**config.mk**
```make
export PLATFORM = sky130hd
export DESIGN_NAME = char_buffer_ctrl
export DESIGN_NICKNAME = d
export VERILOG_FILES = /design/src/rtl/char_buf_pkg.sv /design/src/rtl/char_buf_mem.sv /design/src/rtl/char_buffer_ctrl.sv
export SDC_FILE = /design/constraint.sdc
export NUM_CORES = 1
export LEC_CHECK = 0
export CORE_ASPECT_RATIO = 1.75
export CORE_MARGIN = 2
export CORE_UTILIZATION = 57
export CTS_BUF_LIST = sky130_fd_sc_hd__clkbuf_16
export DETAILED_ROUTE_END_ITERATION = 12
export PLACE_DENSITY = 0.87
export SYNTH_ARGS = -nofsm -noshare
export SYNTH_HDL_FRONTEND = slang
export SYNTH_HIERARCHICAL = 1
export SYNTH_SLANG_ARGS = --single-unit
```
**constraint.sdc**
```tcl
create_clock -name clk -period 3.6 [get_ports clk]
set_clock_uncertainty 0.2 [all_clocks]
set_input_delay 0.36 -clock clk [delete_from_list [all_inputs] [get_ports clk]]
set_output_delay 0.36 -clock clk [all_outputs]
set_load 0.005 [all_outputs]
```
**src/rtl/char_buf_pkg.sv**
```systemverilog
// Shared constants and FSM state type for the character buffer controller.
package char_buf_pkg;

  localparam logic [7:0] CHAR_BS = 8'h08;
  localparam logic [7:0] CHAR_LF = 8'h0A;
  localparam logic [7:0] CHAR_CR = 8'h0D;

  typedef enum logic [1:0] {
    ST_IDLE   = 2'd0,
    ST_CLEAR  = 2'd1,
    ST_ROWCLR = 2'd2
  } state_e;

endpackage

```
**src/rtl/char_buf_mem.sv**
```systemverilog
// Simple dual-port cell storage: synchronous write, registered read.
// A same-cycle read of the cell being written returns the old contents.
module char_buf_mem #(
  parameter int WIDTH = 10,
  parameter int DEPTH = 128,
  parameter int AW    = 7
) (
  input  logic             clk,
  input  logic             we,
  input  logic [AW-1:0]    waddr,
  input  logic [WIDTH-1:0] wdata,
  input  logic [AW-1:0]    raddr,
  output logic [WIDTH-1:0] rdata
);

  logic [WIDTH-1:0] mem_array [DEPTH];
  logic [WIDTH-1:0] rdata_q;

  always_ff @(posedge clk) begin
    if (we) begin
      mem_array[waddr] <= wdata;
    end
    rdata_q <= mem_array[raddr];
  end

  assign rdata = rdata_q;

endmodule

```
**src/rtl/char_buffer_ctrl.sv**
```systemverilog
// Text-screen character buffer: cursor tracking, control codes, clear sweep.
// Define CHAR_BUFFER_SCROLL_EN to scroll (base offset + row clear) instead of wrapping.
module char_buffer_ctrl
  import char_buf_pkg::*;
#(
  parameter int DATA_WIDTH = 9,
  parameter int ROWS       = 4,
  parameter int COLS       = 32,
  parameter int TAG_WIDTH  = 1
) (
  input  logic                    clk,
  input  logic                    reset_n,
  input  logic                    wr_valid,
  output logic                    wr_ready,
  input  logic [DATA_WIDTH-1:0]   wr_data,
  input  logic [TAG_WIDTH-1:0]    wr_tag,
  input  logic                    clr_req,
  output logic                    busy,
  input  logic [$clog2(ROWS)-1:0] rd_row,
  input  logic [$clog2(COLS)-1:0] rd_col,
  output logic [DATA_WIDTH-1:0]   rd_data,
  output logic [TAG_WIDTH-1:0]    rd_tag,
  output logic [$clog2(ROWS)-1:0] cur_row,
  output logic [$clog2(COLS)-1:0] cur_col
);

  localparam int RW    = $clog2(ROWS);
  localparam int CW    = $clog2(COLS);
  localparam int DEPTH = ROWS * COLS;
  localparam int AW    = $clog2(DEPTH);
  localparam int MW    = DATA_WIDTH + TAG_WIDTH;

  localparam logic [RW-1:0] ROW_LAST  = RW'(ROWS - 1);
  localparam logic [CW-1:0] COL_LAST  = CW'(COLS - 1);
  localparam logic [AW-1:0] CELL_LAST = AW'(DEPTH - 1);

  state_e        state_q, state_d;
  logic [AW-1:0] cnt_q, cnt_d;
  logic [RW-1:0] cur_row_q, cur_row_d;
  logic [CW-1:0] cur_col_q, cur_col_d;
  logic [RW-1:0] base_q, base_d;
  logic          rd_zero_q, rd_zero_d;
`ifdef CHAR_BUFFER_SCROLL_EN
  logic [RW-1:0] clr_row_q, clr_row_d;
`endif

  logic          mem_we;
  logic [AW-1:0] mem_waddr;
  logic [MW-1:0] mem_wdata;
  logic [AW-1:0] mem_raddr;
  logic [MW-1:0] mem_rdata;
  logic          wr_accept;
  logic          row_adv;
  logic          rd_oob;

  // Logical row is rotated by the base offset before flattening to an address.
  function automatic logic [AW-1:0] cell_addr(input logic [RW-1:0] lrow,
                                              input logic [CW-1:0] col,
                                              input logic [RW-1:0] base);
    logic [RW:0] sum;
    sum = {1'b0, lrow} + {1'b0, base};
    if (sum >= (RW+1)'(ROWS)) begin
      sum = sum - (RW+1)'(ROWS);
    end
    return AW'(sum[RW-1:0]) * AW'(COLS) + AW'(col);
  endfunction

  assign wr_ready  = (state_q == ST_IDLE) && !clr_req;
  assign busy      = (state_q != ST_IDLE);
  assign wr_accept = wr_valid && wr_ready;
  assign cur_row   = cur_row_q;
  assign cur_col   = cur_col_q;

  assign rd_oob    = (int'(rd_row) >= ROWS) || (int'(rd_col) >= COLS);
  assign mem_raddr = rd_oob ? '0 : cell_addr(rd_row, rd_col, base_q);
  assign rd_zero_d = rd_oob;
  assign rd_data   = rd_zero_q ? '0 : mem_rdata[MW-1:TAG_WIDTH];
  assign rd_tag    = rd_zero_q ? '0 : mem_rdata[TAG_WIDTH-1:0];

  always_comb begin
    state_d   = state_q;
    cnt_d     = cnt_q;
    cur_row_d = cur_row_q;
    cur_col_d = cur_col_q;
    base_d    = base_q;
`ifdef CHAR_BUFFER_SCROLL_EN
    clr_row_d = clr_row_q;
`endif
    row_adv   = 1'b0;
    mem_we    = 1'b0;
    mem_waddr = '0;
    mem_wdata = '0;

    case (state_q)
      ST_CLEAR: begin
        mem_we    = 1'b1;
        mem_waddr = cnt_q;
        if (cnt_q == CELL_LAST) begin
          state_d = ST_IDLE;
          cnt_d   = '0;
        end else begin
          cnt_d = cnt_q + 1'b1;
        end
      end
`ifdef CHAR_BUFFER_SCROLL_EN
      ST_ROWCLR: begin
        mem_we    = 1'b1;
        mem_waddr = AW'(clr_row_q) * AW'(COLS) + AW'(cnt_q[CW-1:0]);
        if (cnt_q[CW-1:0] == COL_LAST) begin
          state_d = ST_IDLE;
          cnt_d   = '0;
        end else begin
          cnt_d = cnt_q + 1'b1;
        end
      end
`endif
      ST_IDLE: begin
        if (wr_accept) begin
          if (wr_data == DATA_WIDTH'(CHAR_CR)) begin
            cur_col_d = '0;
          end else if (wr_data == DATA_WIDTH'(CHAR_LF)) begin
            cur_col_d = '0;
            row_adv   = 1'b1;
          end else if (wr_data == DATA_WIDTH'(CHAR_BS)) begin
            if (cur_col_q != '0) begin
              cur_col_d = cur_col_q - 1'b1;
              mem_we    = 1'b1;
              mem_waddr = cell_addr(cur_row_q, cur_col_q - 1'b1, base_q);
            end
          end else begin
            mem_we    = 1'b1;
            mem_waddr = cell_addr(cur_row_q, cur_col_q, base_q);
            mem_wdata = {wr_data, wr_tag};
            if (cur_col_q == COL_LAST) begin
              cur_col_d = '0;
              row_adv   = 1'b1;
            end else begin
              cur_col_d = cur_col_q + 1'b1;
            end
          end
        end
      end
      default: ;
    endcase

    if (row_adv) begin
      if (cur_row_q != ROW_LAST) begin
        cur_row_d = cur_row_q + 1'b1;
      end else begin
`ifdef CHAR_BUFFER_SCROLL_EN
        // The new bottom physical row is the one that used to be the top.
        base_d    = (base_q == ROW_LAST) ? '0 : base_q + 1'b1;
        clr_row_d = base_q;
        state_d   = ST_ROWCLR;
        cnt_d     = '0;
`else
        cur_row_d = '0;
`endif
      end
    end

    if (clr_req && (state_q != ST_CLEAR)) begin
      state_d   = ST_CLEAR;
      cnt_d     = '0;
      cur_row_d = '0;
      cur_col_d = '0;
      base_d    = '0;
    end
  end

  always_ff @(posedge clk or negedge reset_n) begin
    if (!reset_n) begin
      state_q   <= ST_CLEAR;
      cnt_q     <= '0;
      cur_row_q <= '0;
      cur_col_q <= '0;
      base_q    <= '0;
      rd_zero_q <= 1'b1;
`ifdef CHAR_BUFFER_SCROLL_EN
      clr_row_q <= '0;
`endif
    end else begin
      state_q   <= state_d;
      cnt_q     <= cnt_d;
      cur_row_q <= cur_row_d;
      cur_col_q <= cur_col_d;
      base_q    <= base_d;
      rd_zero_q <= rd_zero_d;
`ifdef CHAR_BUFFER_SCROLL_EN
      clr_row_q <= clr_row_d;
`endif
    end
  end

  char_buf_mem #(
    .WIDTH (MW),
    .DEPTH (DEPTH),
    .AW    (AW)
  ) u_mem (
    .clk   (clk),
    .we    (mem_we),
    .waddr (mem_waddr),
    .wdata (mem_wdata),
    .raddr (mem_raddr),
    .rdata (mem_rdata)
  );

endmodule

```
======== After elaboration in Yosys (flattened, before gate mapping) ========
Memories as Yosys holds them, arrays and structs flattened. A register that Yosys moved wholly into a read port is not among the register bits.
Index checks and enable logic that the tools add are counted.
cells by class
  add/sub/neg operators ................... 9
  $lt $le $gt $ge ......................... 2
  equality and inequality tests ........... 9
  muxes and demuxes ....................... 57
  reductions and logical operators ........ 14
operators by type and width
  kind                                                                                 number
  7-bit two-way mux                                                                    8
  10-bit two-way mux                                                                   5
  5-bit two-way mux                                                                    8
  2-bit two-way mux                                                                    19
  9-bit by 4-bit equality test with 1-bit output, second input constant                3
  7-bit by 5-bit adder with 7-bit output                                               3
  1-bit two-way mux                                                                    14
  7-bit one-hot mux with 2 select lines                                                1
  2-bit nonzero test                                                                   6
  9-bit two-way mux                                                                    1
  7-bit by 1-bit adder with 7-bit output, second input constant                        1
  7-bit equality test, second input constant                                           1
  2-bit by 3-bit greater-or-equal comparator with 1-bit output, second input constant  2
  5-bit by 1-bit adder with 5-bit output, second input constant                        1
  5-bit equality test, second input constant                                           1
  5-bit by 3-bit != test with 1-bit output, second input constant                      1
  5-bit nonzero test                                                                   1
  5-bit by 1-bit subtractor with 5-bit output, second input constant                   1
  2-bit by 1-bit subtractor with 2-bit output, second input constant                   2
  1-bit logical AND                                                                    3
  3-bit AND reduction                                                                  1
  2-bit by 1-bit adder with 2-bit output, second input constant                        1
  2-bit by 1-bit equality test with 1-bit output, second input constant                1
  2-bit logical NOT                                                                    1
  other kinds (5)                                                                      5
storage, ports and cells
  register bits after elaboration ......... 17
  bits in writable memories ............... 1280
  input bits .............................. 21
  output and inout port bits .............. 19
  word-level logic and storage cells ...... 97
  memories kept ........................... 1
memory list
  name             words  width  rd ports  clocked after memory_dff  write ports  line                text
  u_mem.mem_array  128    10     1         1                         1            char_buf_mem.sv:16  logic [WIDTH-1:0] mem_array [DEPTH];

======== Longest topological paths before layout ========
  depth in word-level cells ............... 15
  gate-level depth with buffers ........... 12

======== Modules after synthesis ========
Netlist, hierarchy kept.
by module, submodules not included
  module            times used  cells each  area an instance (um^2)  seq. area each (um^2)
  char_buf_mem      1           1998        49354.8                  38637.1
  char_buffer_ctrl  1           148         1276.2                   402.9

======== Least setup slack after synthesis ========
Ideal clock, no wire load.
  path kind ............................... input port to flip-flop
  start point ............................. in wr_data[4]
  end point ............................... mem u_mem.mem_array[78][0] (enable)
  library setup time ...................... 0.390 ns
  data arrival time ....................... 3.506 ns
  required time ........................... 3.010 ns
  slack ................................... -0.496 ns
  stages on the path ...................... 10
  path buffers ............................ 2
  cell sequence ........................... or4_1 -> clkbuf_2 -> or3_1 -> buf_6 -> nor4_4 -> xnor2_1 -> o21ai_0 -> nor2b_1 -> nand3_1 -> nor3_1
on the way
  elaborated cells on any way between the ends .. 15
RTL lines
  element                                         line                     text
  start: declaration                              char_buffer_ctrl.sv:15   input logic [DATA_WIDTH-1:0] wr_data,
  9-bit by 4-bit equality test with 1-bit output  char_buffer_ctrl.sv:124  end else if (wr_data == DATA_WIDTH'(CHAR_BS)) begin
  7-bit two-way mux                               char_buffer_ctrl.sv:124
  7-bit two-way mux                               char_buffer_ctrl.sv:121  end else if (wr_data == DATA_WIDTH'(CHAR_LF)) begin
  7-bit two-way mux (*)                           char_buffer_ctrl.sv:119  if (wr_data == DATA_WIDTH'(CHAR_CR)) begin
  7-bit two-way mux (*)                           char_buffer_ctrl.sv:118  if (wr_accept) begin
  7-bit one-hot mux with 2 select lines (*)       char_buffer_ctrl.sv:94   case (state_q)
  named net mem_waddr[3]                          char_buffer_ctrl.sv:48   logic [AW-1:0] mem_waddr;
  end: declaration                                char_buf_mem.sv:16
The timed path passes the listed nets; every way through them passes the cells marked *.

======== Worst setup path in the final report ========
  start point ............................. reg cur_col_q[1] (netlist: cur_col[1])
  end point ............................... mem u_mem.mem_array[80][8] (enable)
on the way
  elaborated cells on any way between the ends .. 18
RTL lines
  element                                      line                     text
  start: declaration                           char_buffer_ctrl.sv:40   logic [CW-1:0] cur_col_q, cur_col_d;
  start signal: assignment                     char_buffer_ctrl.sv:186  cur_col_q <= cur_col_d;
  5-bit by 1-bit subtractor with 5-bit output  char_buffer_ctrl.sv:128  mem_waddr = cell_addr(cur_row_q, cur_col_q - 1'b1, base_q);
  7-bit by 5-bit adder with 7-bit output       char_buffer_ctrl.sv:65   return AW'(sum[RW-1:0]) * AW'(COLS) + AW'(col);
  7-bit two-way mux                            char_buffer_ctrl.sv:125  if (cur_col_q != '0) begin
  7-bit two-way mux (*)                        char_buffer_ctrl.sv:124
  7-bit two-way mux (*)                        char_buffer_ctrl.sv:121
  7-bit two-way mux (*)                        char_buffer_ctrl.sv:119
  7-bit two-way mux (*)                        char_buffer_ctrl.sv:118
  7-bit one-hot mux with 2 select lines (*)    char_buffer_ctrl.sv:94
  named net mem_waddr[5]                       char_buffer_ctrl.sv:48
Marks and branches as above.

==> results.sh <==
export IMPL_critPathKind="flop to flop"
export IMPL_leakage_nw=19.26
export IMPL_ff_latch_area_um2=39040
export IMPL_coreArea_um2=88100
export IMPL_drtAntennaViolNets=0
export IMPL_rr_worst_depth=12
export IMPL_grt_pass1_wl_mm=199.0
export IMPL_wl_per_cell_um=37.34
export IMPL_r2r_start="cur_col[1]"
export IMPL_status="complete, no violations"
export IMPL_vias=25925
export IMPL_die_area_um2=91320
export IMPL_ir_worst_vdd_mv=0.4346
export IMPL_final_core_util_pct=67.19
export IMPL_drive_gt1_share_pct=37.60
export IMPL_drt_wl_total_mm=138.5
export IMPL_stdcell_area_um2=59200
export IMPL_hold_path_endpoint="cnt_q[0]"
export IMPL_hold_class="primary input to flop"
export IMPL_nets=2482
export IMPL_worstPathArrival_ps=3740
export IMPL_grt_start_max_net_pins=81
export IMPL_start_util_pct=57.47
export IMPL_syn_avg_cell_area_um2=23.59
export IMPL_power_density_nw_per_um2=488.5
export IMPL_post_route_period_util_pct=98.11
export IMPL_overflow=0
export IMPL_worst_setup_path_start_kind="flop"
export IMPL_tightest_slew_ps=840.7
export IMPL_clockBufferDepth=3
export IMPL_drv_cap=0
export IMPL_synth_area_um2=50630
export IMPL_synth_fp_nets=2172
export IMPL_async_flop_share_pct=1.225
export IMPL_ys_seq_area_share_pct=77.11
export IMPL_antenna_found_initial=3
export IMPL_boundaryPins=40
export IMPL_r2r_slack_ps=70
export IMPL_cp_end_kind="flop"
export IMPL_synth_cell_types=56
export IMPL_clk_pin_slew_worst_paths_ps=70
export IMPL_cts_sinks=1306
export IMPL_ctsHtreeMaxLevel=3
export IMPL_clock_tree_root_cell="clkbuf_16"
export IMPL_dr_pass1_iters=6
export IMPL_path_max_fanout=10
export IMPL_synthToLayoutAreaGrowth_pct=16.92
export IMPL_period_minus_slack_ps=3532
export IMPL_cts_buffers=103
export IMPL_setup_viol_count_final=0
export IMPL_yosys_warnings=6
export IMPL_finalHoldViolCount=0
export IMPL_slew_headroom_pct=43.95
export IMPL_clock_latency_ps=710
export IMPL_slew_viol_final=0
export IMPL_globalplace_congestion=0.9155
export IMPL_post_route_drc_count=0
export IMPL_multi_input_area_um2=11510
export IMPL_grtUsageTotal_pct=31.22
export IMPL_setup_tns_ps=0
export IMPL_row_count=144
export IMPL_fmax_mhz=283.1
export IMPL_avgViaCountPerCell=6.990
export IMPL_final_common_cell="edfxtp_1"
export IMPL_portBuffers=39
export IMPL_synth_seq_cells=1306
export IMPL_final_cell_mix="edfxtp_1 (1280), mux4_2 (420), buf_4 (175), clkbuf_16 (105), buf_12 (102)"
export IMPL_min_from="clr_req"
export IMPL_drt_iter0_markers=4415
export IMPL_dpl_hpwl_mm=81.08
export IMPL_crit_required_ps=3800
export IMPL_num_fill_cells=4772
export IMPL_ys_flop_type="edfxtp_1"
export IMPL_rsz0062_at_grt="false"
export IMPL_first_global_vias=26689
export IMPL_r2r_end="u_mem/mem_array[80][8]"
export IMPL_placed_cell_area_um2=55720
export IMPL_cts_tree="built"
export IMPL_hold_depth=3
export IMPL_dieHeight_um=398.3
export IMPL_die_x_um=229.3
export IMPL_synth_edf_count=1280
export IMPL_holdWs_ps=224.3
export IMPL_syn_inst=2146
kinds of logic after synthesis:
group | share of synthesized area, %
other | 0.007407
AOI/OAI and AO/OA | 0.5289
muxes | 18.94
and+or+nand+nor | 2.180
buffers and inverters | 0.9712
adders and majority gates | 0.1236
xor gates and xnor gates | 0.1384
DFF | 77.11
worst max-delay path by stage:
stage               start                 endpoint  slack (ps)  cells after the start
2_1_floorplan  wr_data[4]   u_mem/mem_array[27][0]        -160                     12
3_3_place_gp   wr_data[4]    u_mem/mem_array[8][0]        -560                     11
3_5_place_dp   wr_data[4]   u_mem/mem_array[47][9]        -700                     11
4_1_cts        cur_col[1]  u_mem/mem_array[103][2]         120                     12
5_1_grt        cur_col[1]  u_mem/mem_array[103][2]          20                     12
6_report       cur_col[1]   u_mem/mem_array[80][8]          70                     12
flip-flops by register name, summed over array words and instances (netlist names):
name,flops
u_mem/mem_array,1280
u_mem/rdata,10
cnt_q,7
cur_col,5
cur_row,2
rd_zero_q,1
state_q,1
per-layer routing:
layer / routed length (um) / GRT usage [%] / up-vias / share of wire [%]
met5: 13 / 0 / - / 0.0094
met4: 13130 / 23.83 / 2 / 9.5
met3: 13270 / 5.162 / 496 / 9.6
met2: 69880 / 51.80 / 2202 / 50
met1: 42210 / 36.87 / 13452 / 30
li1: - / - / 9773 / -
cell type report:
type | count | area share, %
Clock buffer | 105 | 4.439
Clock inverter | 84 | 1.277
Antenna cell | 1 | 0.004227
Sequential cell | 1306 | 65.95
Multi-Input combinational cell | 723 | 19.45
Tap cell | 1168 | 2.469
Timing Repair Buffer | 318 | 6.385
Inverter | 4 | 0.02536
cells in the mapped netlist (all sizes together) (7+ instances only):
| library cell | number | area share (%) |
|---|---|---|
| edfxtp | 1280 | 76 |
| mux4 | 420 | 19 |
| nor2 | 132 | 0.98 |
| clkbuf | 75 | 0.56 |
| buf | 38 | 0.38 |
| nand2 | 29 | 0.21 |
| nand3 | 18 | 0.18 |
| nor2b | 18 | 0.22 |
| dfrtp | 14 | 0.69 |
| o21ai | 11 | 0.11 |
| dfxtp | 10 | 0.40 |
| mux2 | 10 | 0.22 |
| nor3 | 10 | 0.099 |
| and3 | 9 | 0.12 |
| a22o | 7 | 0.12 |
| nand2b | 7 | 0.086 |
stage by stage:
| step | instances | total power (W) | worst slack (ps) |
|---|---|---|---|
| after global placement | 3517 | 0.01758 | -555.3 |
| after detailed placement | 3517 | 0.01760 | -699.7 |
| after CTS | 3708 | 0.02901 | 116.9 |
| final | 3709 | 0.02892 | 67.95 |
| after global routing | 3708 | 0.02946 | 17.38 |
| after floorplan | 2146 | 0.01730 | -155.9 |
what timing repair did:
| action | CTS | global route |
|---|---|---|
| resized for setup | 16 | 1 |
| hold endpoints to repair | 14 | 0 |
| setup endpoints to repair | 1158 | 20 |
| pin swaps | 2 | 0 |
| buffers inserted | 1 | 0 |
| hold buffers | 1 | 0 |
critical path: stages, from the launching register on:
cell       delay [ps]
dfrtp_1           400
inv_1              90
ha_1              250
or4b_4            520
o2bb2ai_2         170
a21oi_1           150
a22o_4            320
nor2b_1           150
buf_4             170
nand3_1           140
buf_4             230
nor2_1            220
buf_6             210
report_power, final:
part,internal [W],leakage [nW],switching (W)
Sequential,0.0164,12.4,0.00000658
Clock,0.00619,1.68,0.00544
Combinational,0.000409,5.16,0.000440
Total,0.0230,19.3,0.00589
Power figures use the tool's default switching activity.
